===== src/rtl/spi_flash_boot_loader.sv =====
// Boot loader: streams memsize bytes from SPI flash (one READ burst) into RAM over a
// Wishbone write port, holding the CPU in reset until the copy completes.
module spi_flash_boot_loader #(
  parameter int unsigned memsize      = 2048,
  parameter logic [23:0] FLASH_OFFSET = 24'h100000,
  parameter int unsigned SCK_DIV      = 2,
  localparam int unsigned AW          = (memsize > 4) ? $clog2(memsize / 4) : 1
) (
  input  logic          i_clk,
  input  logic          i_rst,
  input  logic          i_flash_miso,
  output logic          o_flash_sck,
  output logic          o_flash_ss,
  output logic          o_flash_mosi,
  output logic [AW-1:0] o_wb_adr,
  output logic [31:0]   o_wb_dat,
  output logic [3:0]    o_wb_sel,
  output logic          o_wb_we,
  output logic          o_wb_cyc,
  input  logic          i_wb_ack,
  output logic          o_cpu_rst,
  output logic          o_done
);

  localparam int unsigned NWORDS = memsize / 4;
  localparam int unsigned DIVW   = (SCK_DIV > 1) ? $clog2(SCK_DIV) : 1;

  typedef enum logic [2:0] {StIdle, StCmd, StAddr, StData, StWrite, StDone} state_t;

  state_t        r_state, w_state_next;
  logic [DIVW-1:0] r_div;
  logic          r_sck, r_ss, r_mosi, r_cyc, r_cpu_rst, r_done;
  logic [5:0]    r_bit;
  logic [31:0]   r_tx, r_rx, r_dat;
  logic [AW-1:0] r_adr;
  logic [AW:0]   r_word;

  logic          w_spi_active, w_div_wrap, w_rise, w_fall, w_field_end, w_ack, w_last_word;
  logic [5:0]    w_field_len;

  assign w_spi_active = (r_state == StCmd) || (r_state == StAddr) || (r_state == StData);
  assign w_div_wrap   = w_spi_active && (r_div == DIVW'(SCK_DIV - 1));
  assign w_rise       = w_div_wrap && !r_sck;
  assign w_fall       = w_div_wrap && r_sck;
  assign w_ack        = r_cyc && i_wb_ack;
  assign w_last_word  = (r_word == (AW + 1)'(NWORDS - 1));

  always_comb begin
    w_field_len = 6'd32;
    case (r_state)
      StCmd:   w_field_len = 6'd8;
      StAddr:  w_field_len = 6'd24;
      default: w_field_len = 6'd32;
    endcase
  end

  // Fields end on the falling SCK after their last rising edge, so SCK is low on exit
  assign w_field_end = w_fall && (r_bit == w_field_len);

  always_comb begin
    w_state_next = r_state;
    case (r_state)
      StIdle:  w_state_next = StCmd;
      StCmd:   if (w_field_end) w_state_next = StAddr;
      StAddr:  if (w_field_end) w_state_next = StData;
      StData:  if (w_field_end) w_state_next = StWrite;
      StWrite: if (w_ack) w_state_next = w_last_word ? StDone : StData;
      default: w_state_next = StDone;
    endcase
  end

  always_ff @(posedge i_clk) begin
    if (!i_rst) r_state <= StIdle;
    else        r_state <= w_state_next;
  end

  always_ff @(posedge i_clk) begin
    if (!i_rst) begin
      r_div     <= '0;
      r_sck     <= 1'b0;
      r_ss      <= 1'b1;
      r_mosi    <= 1'b0;
      r_cyc     <= 1'b0;
      r_cpu_rst <= 1'b1;
      r_done    <= 1'b0;
      r_bit     <= '0;
      r_tx      <= '0;
      r_rx      <= '0;
      r_dat     <= '0;
      r_adr     <= '0;
      r_word    <= '0;
    end else begin
      if (!w_spi_active || w_div_wrap) r_div <= '0;
      else                             r_div <= r_div + 1'b1;
      if (w_div_wrap) r_sck <= !r_sck;

      if (w_field_end) r_bit <= '0;
      else if (w_rise) r_bit <= r_bit + 6'd1;

      if (w_rise && (r_state == StData)) r_rx <= {r_rx[30:0], i_flash_miso};

      // Command and address share one shifter; the MSB of 0x03 is 0
      if (r_state == StIdle) begin
        r_ss   <= 1'b0;
        r_tx   <= {8'h03, FLASH_OFFSET};
        r_mosi <= 1'b0;
      end else if (w_fall) begin
        r_tx   <= {r_tx[30:0], 1'b0};
        r_mosi <= r_tx[30];
      end

      if ((r_state == StData) && w_field_end) begin
        r_cyc <= 1'b1;
        r_adr <= r_word[AW-1:0];
        r_dat <= {r_rx[7:0], r_rx[15:8], r_rx[23:16], r_rx[31:24]};
      end

      if (w_ack) begin
        r_cyc  <= 1'b0;
        r_word <= r_word + 1'b1;
        if (w_last_word) begin
          r_ss      <= 1'b1;
          r_cpu_rst <= 1'b0;
          r_done    <= 1'b1;
        end
      end
    end
  end

  assign o_flash_sck  = r_sck;
  assign o_flash_ss   = r_ss;
  assign o_flash_mosi = r_mosi;
  assign o_wb_adr     = r_adr;
  assign o_wb_dat     = r_dat;
  assign o_wb_sel     = {4{r_cyc}};
  assign o_wb_we      = r_cyc;
  assign o_wb_cyc     = r_cyc;
  assign o_cpu_rst    = r_cpu_rst;
  assign o_done       = r_done;

endmodule


===== config.mk =====
export PLATFORM = sky130hd
export DESIGN_NAME = spi_flash_boot_loader
export DESIGN_NICKNAME = d
export VERILOG_FILES = /design/src/rtl/spi_flash_boot_loader.sv
export SDC_FILE = /design/constraint.sdc
export NUM_CORES = 1
export LEC_CHECK = 0
export ABC_AREA = 0
export CAP_MARGIN = 20
export CORE_MARGIN = 3
export CORE_UTILIZATION = 30
export DETAILED_ROUTE_END_ITERATION = 16
export DONT_BUFFER_PORTS = 1
export HOLD_SLACK_MARGIN = 0.06
export REMOVE_ABC_BUFFERS = 1
export SYNTH_ARGS = -nofsm -noshare
export SYNTH_HDL_FRONTEND = slang
export SYNTH_SLANG_ARGS = --single-unit

===== constraint.sdc =====
create_clock -name i_clk -period 2 [get_ports i_clk]
set_clock_uncertainty 0.05 [all_clocks]
set_input_delay 0.4 -clock i_clk [delete_from_list [all_inputs] [get_ports i_clk]]
set_output_delay 0.4 -clock i_clk [all_outputs]
set_load 0.05 [all_outputs]

* Word level (Yosys, flattened, before mapping) *
Cells that the tools add are included.

storage, ports and cells
  bits in writable memories = 0
  input bits = 4
  memories kept = 0
  word-level logic and storage cells = 61
  latch bits = 0
  output and inout bits = 52
  bits in read-only memories = 0
  flip-flop bits (word level) = 110

cells by class
  reductions and logical operators = 20
  equal/unequal tests = 10
  div/mod/pow operators = 0
  multiplexer cells = 12
  shift-type cells = 0
  magnitude comparators = 0
  $add $sub $neg = 3
  bitwise logic cells = 1
  multipliers = 0

operators by type and width
  kind                                                                    count
  26-bit two-way mux                                                      2
  3-bit two-way mux                                                       5
  3-bit one-hot mux with 5 select lines                                   1
  6-bit one-hot mux with 2 select lines                                   1
  10-bit by 1-bit adder with 10-bit output, second input constant         1
  10-bit by 9-bit equality test with 1-bit output, second input constant  1
  2-bit != test, second input constant                                    4
  2-bit OR reduction                                                      4
  1-bit logical AND                                                       7
  6-bit by 1-bit adder with 6-bit output, second input constant           1
  3-bit by 2-bit equality test with 1-bit output, second input constant   2
  6-bit equality test                                                     1
  4-bit AND reduction                                                     1
  3-bit by 1-bit equality test with 1-bit output, second input constant   1
  3-bit equality test, second input constant                              1
  3-bit logical NOT                                                       1
  1-bit logical OR                                                        3
  1-bit two-way mux                                                       3
  1-bit logical NOT                                                       2
  2-bit AND reduction                                                     1
  2-bit nonzero test                                                      1
  1-bit adder, second input constant                                      1
  1-bit inverter                                                          1

* Logic depth before layout (Yosys ltp) *
  word-level depth = 8
  mapped depth = 9
  gate-level depth less buffers = 7

* Worst setup path after synthesis *
OpenSTA, ideal clock, no wires.

  path kind = register to register
  start point = register r_cyc, in the netlist o_wb_cyc
  end point = register r_word[8]
  period minus slack after synthesis = 2.114 ns
  buffers on the path = 0
  library setup time = 0.076 ns
  data required time = 1.874 ns
  stages on the path, launching flop included = 5
  slack = -0.114 ns
  data arrival time = 1.988 ns
  cells stage by stage = dfxtp_1 -> nand2_1 -> or3_1 -> or3_1 -> a21boi_0

on the way
  longest elaborated chain between the ends = 1

RTL lines
  item                      RTL line  text
  start: declaration        32        logic r_sck, r_ss, r_mosi, r_cyc, r_cpu_rst, r_done;
  start signal: assignment  83        r_cyc <= 1'b0;
  start signal: assignment  113       r_cyc <= 1'b1;
  start signal: assignment  119       r_cyc <= 1'b0;
  1-bit logical AND         45        assign w_ack = r_cyc && i_wb_ack;
  end signal: assignment    120       r_word <= r_word + 1'b1;
  end: declaration          36        logic [AW:0] r_word;

Every way passes these cells.
A chain may end at the register's enable or synchronous reset.

* Worst setup path in the final report *
  start point = register r_state[2]
  end point = register r_state[1]

on the way
  longest elaborated chain between the ends = 8
  elaborated cells between the ends (all ways) = 18
  those cells by class = eq/ne (9); mux (2); reduce/logical (7)

RTL lines
  item                                                                                           RTL line  text
  start: declaration                                                                             30        state_t r_state, w_state_next;
  start signal: assignment                                                                       73        if (!i_rst) r_state <= StIdle;
  start signal: assignment                                                                       74        else r_state <= w_state_next;
  parallel branches: the longest is 8 deep, another holds 6-bit one-hot mux with 2 select lines  n/a

Parallel ways; which one is timed is not known.

==> results.yml <==
cells_and_area:
  final_common_cell: "nand2_1"
  regArea_um2: 2210
  final_cell_mix: "nand2_1, dfxtp_1, nand3_1"
  multi_input_area_um2: 2100
  drive_gt1_share_pct: 16.6
  num-nets-final: 507
  n_antenna_cell: 0
  area_growth_syn_to_layout_pct: 10.1
  fillers: 1469
place:
  place_congestion: 0.773
  dpl.hpwl_mm: 5.73
  port_buffers: 0
logic_synthesis:
  async_flop_share_pct: 0
  synth_edf_count: 0
  synth-seq-cells: 110
  synth-main-ff-cell: "dfxtp_1"
  syn-cell-area_um2: 4560
  syn_inst: 514
  synth_seq_area_share_pct: 48.3
  synth_top_area_share_pct: 48.3
  syn_area_per_cell_um2: 8.87
  synth.area.top_cells: "dfxtp_1, nand2_1, a21boi_0"
  synth_cell_types: 43
  yosysWarnings: 0
  yosysTopAreaCell: "dfxtp_1"
global_route:
  grt_pass1_wl_mm: 14.8
  grt_start_max_net_pins: 139
  antenna_found_initial: 0
  overflow: 0
  first_global_vias: 3158
  grt_use_total_pct: 10.7
run:
  cap_viol_max_count: 0
clock_network:
  clockBufferDepth: 2
  cts_tree: "yes"
  cts_hold_buf: 0
  htreeDepth: 3
  cts-root-buf: "clkbuf_16"
  path_clk_slew_ns: 0.07
  cts.sinks: 110
  clkLatencyLatePin_ns: 0.34
  cts_buffers: 9
sta:
  holdWs_ns: 0.156
  period_share_pct: 95.2
  min_period_ns: 1.90
  drv_slew: 0
  tightest_slew_ns: 0.830
  maxSlewHeadroom_pct: 44.7
  tns_ns: 0
  rsz0062_at_grt: "false"
  finalHoldViolCount: 0
  finalSetupViolCount: 0
  max_freq_mhz: 525
setup_path:
  slowest_delay_ns: 0.40
  worstRegToRegCells: 5
  worst-setup-path-type: "reg2reg"
  path_buf_inv: 0
  critPathCapture: "r_state[1]"
  worstReg2RegStart: "r_state[2]"
  cp_max_fo: 6
  cp_data_arrival_time_ns: 2.08
  reg2reg_to: "r_state[1]"
  path_depth: 5
  worstPathCellList: "o21bai_2 > nor3_2 > o211ai_2 > a221o_1 > o211a_1"
  crit_required_ns: 2.18
  r2r_slack_ns: 0.1
  cp-end-kind: "register"
  crit_path_start_kind: "register"
  critPathLaunch: "r_state[2]"
  path_delay_family: "compound AO/OA/AOI/OAI gates"
  slowest_stage: "a221o_1"
floorplanning:
  die_h_um: 129
  rows: 44
  start_util_pct: 31.0
  die_w_um: 129
  coreArea_um2: 14700
  die-area_um2: 16700
  io_pins: 56
route:
  drtIter0Drc: 154
  num_vias: 3234
  detail_route.wirelength_mm: 8.68
  drcViolationCount: 0
  routedWlPerCell_um: 12.6
  routed_via_density: 4.69
  first_pass_iters: 4
  antenna_left: 0
power_and_ir_drop:
  peakVddDrop_mv: 0.492
  total_power_mw: 4.05
  p_leak_nw: 1.63
  power_density_nw_per_um2: 808
status:
  status: "finished, final reports clean"
min_path:
  holdCritPathClass: "in2reg"
-- metrics by stage --
step | std cells | instance area, um2 | util [%] | setup slack, ns
3_3_place_gp | 673 | 4720 | 32.1 | 0.0543
2_1_floorplan | 473 | 4310 | - | -2.03
6_report | 689 | 5020 | 34.1 | 0.0959
5_1_grt | 689 | 5020 | 34.1 | 0.00902
4_1_cts | 689 | 5000 | 34.0 | 0.0539
3_5_place_dp | 673 | 4720 | 32.1 | -0.0175
-- metal layers --
layer  global-route usage (%)  part of all wire [%]  routed length [um]
met1                     13.0                    45                3930
met2                     17.9                    47                4100
met3                     4.45                   7.0                 609
met4                     2.41                  0.37                  32
met5                        0                     0                   0
-- layout make-up --
type                            count  area share, %
Tap cell                          184           4.59
Inverter                            9          0.673
Clock inverter                      4          0.623
Multi-Input combinational cell    354           41.9
Sequential cell                   110           44.0
Clock buffer                       12           4.91
Timing Repair Buffer               16           3.29
-- cell usage after synthesis, types with 7 or more instances --
cell type,instances
and2_1,9
buf_6,7
a21boi_1,9
nand2_1,137
buf_4,7
a21boi_0,27
o21ai_2,20
xnor2_1,9
buf_2,8
o21ai_1,19
clkbuf_1,17
nor2_1,11
dfxtp_1,110
nand3_1,30
inv_1,9
a21oi_1,11
nand3_2,20
-- worst min path at each step --
stage                        start  depth (start not counted)  slack (ns)           end
after global routing         i_rst                          1        0.14    o_flash_ss
after floorplan           r_rx[31]                          2        0.38   o_wb_dat[7]
after CTS                    i_rst                          1        0.11     o_cpu_rst
after global placement    r_tx[30]                          2        0.39  o_flash_mosi
after detailed placement  r_tx[30]                          2        0.40  o_flash_mosi
final                        i_rst                          2        0.16  o_wb_dat[19]
-- registers in the layout, indices dropped and copies added, names as in the netlist --
register	flops
o_wb_adr	9
r_tx	11
o_wb_cyc	1
r_state	3
r_rx	32
r_word	10
o_done	1
r_bit	6
r_div	1
o_flash_sck	1
o_cpu_rst	1
o_wb_dat	32
o_flash_mosi	1
o_flash_ss	1
-- logic make-up after synthesis --
family / count (synthesis) / synth area share, %
AOI/OAI and AO/OA: 101 / 15.8
and+or+nand+nor: 232 / 25.2
adders and majority gates: 3 / 0.824
xor gates and xnor gates: 14 / 2.86
buffers and inverters: 50 / 6.10
DFF: 110 / 48.3
muxes: 4 / 0.879
-- power by group --
part	switching [mW]	internal, mW	total (mW)	leakage, nW
Sequential	0.0315	2.21	2.24	0.889
Clock	0.773	0.887	1.66	0.131
Combinational	0.0858	0.0646	0.150	0.610
-- worst reg2reg max path: stages (launching register included) --
cell and delay [ns]:
dfxtp_1 0.39, o21bai_2 0.28, nor3_2 0.31, o211ai_2 0.15, a221o_1 0.40, o211a_1 0.21
-- timing repair --
| action | 4_1_cts | 5_1_grt |
|---|---|---|
| setup buffers | 0 | 0 |
| endpoints found under the setup margin | 2 | 16 |
| resized for setup | 2 | 6 |
(Power assumes the default switching activity.)
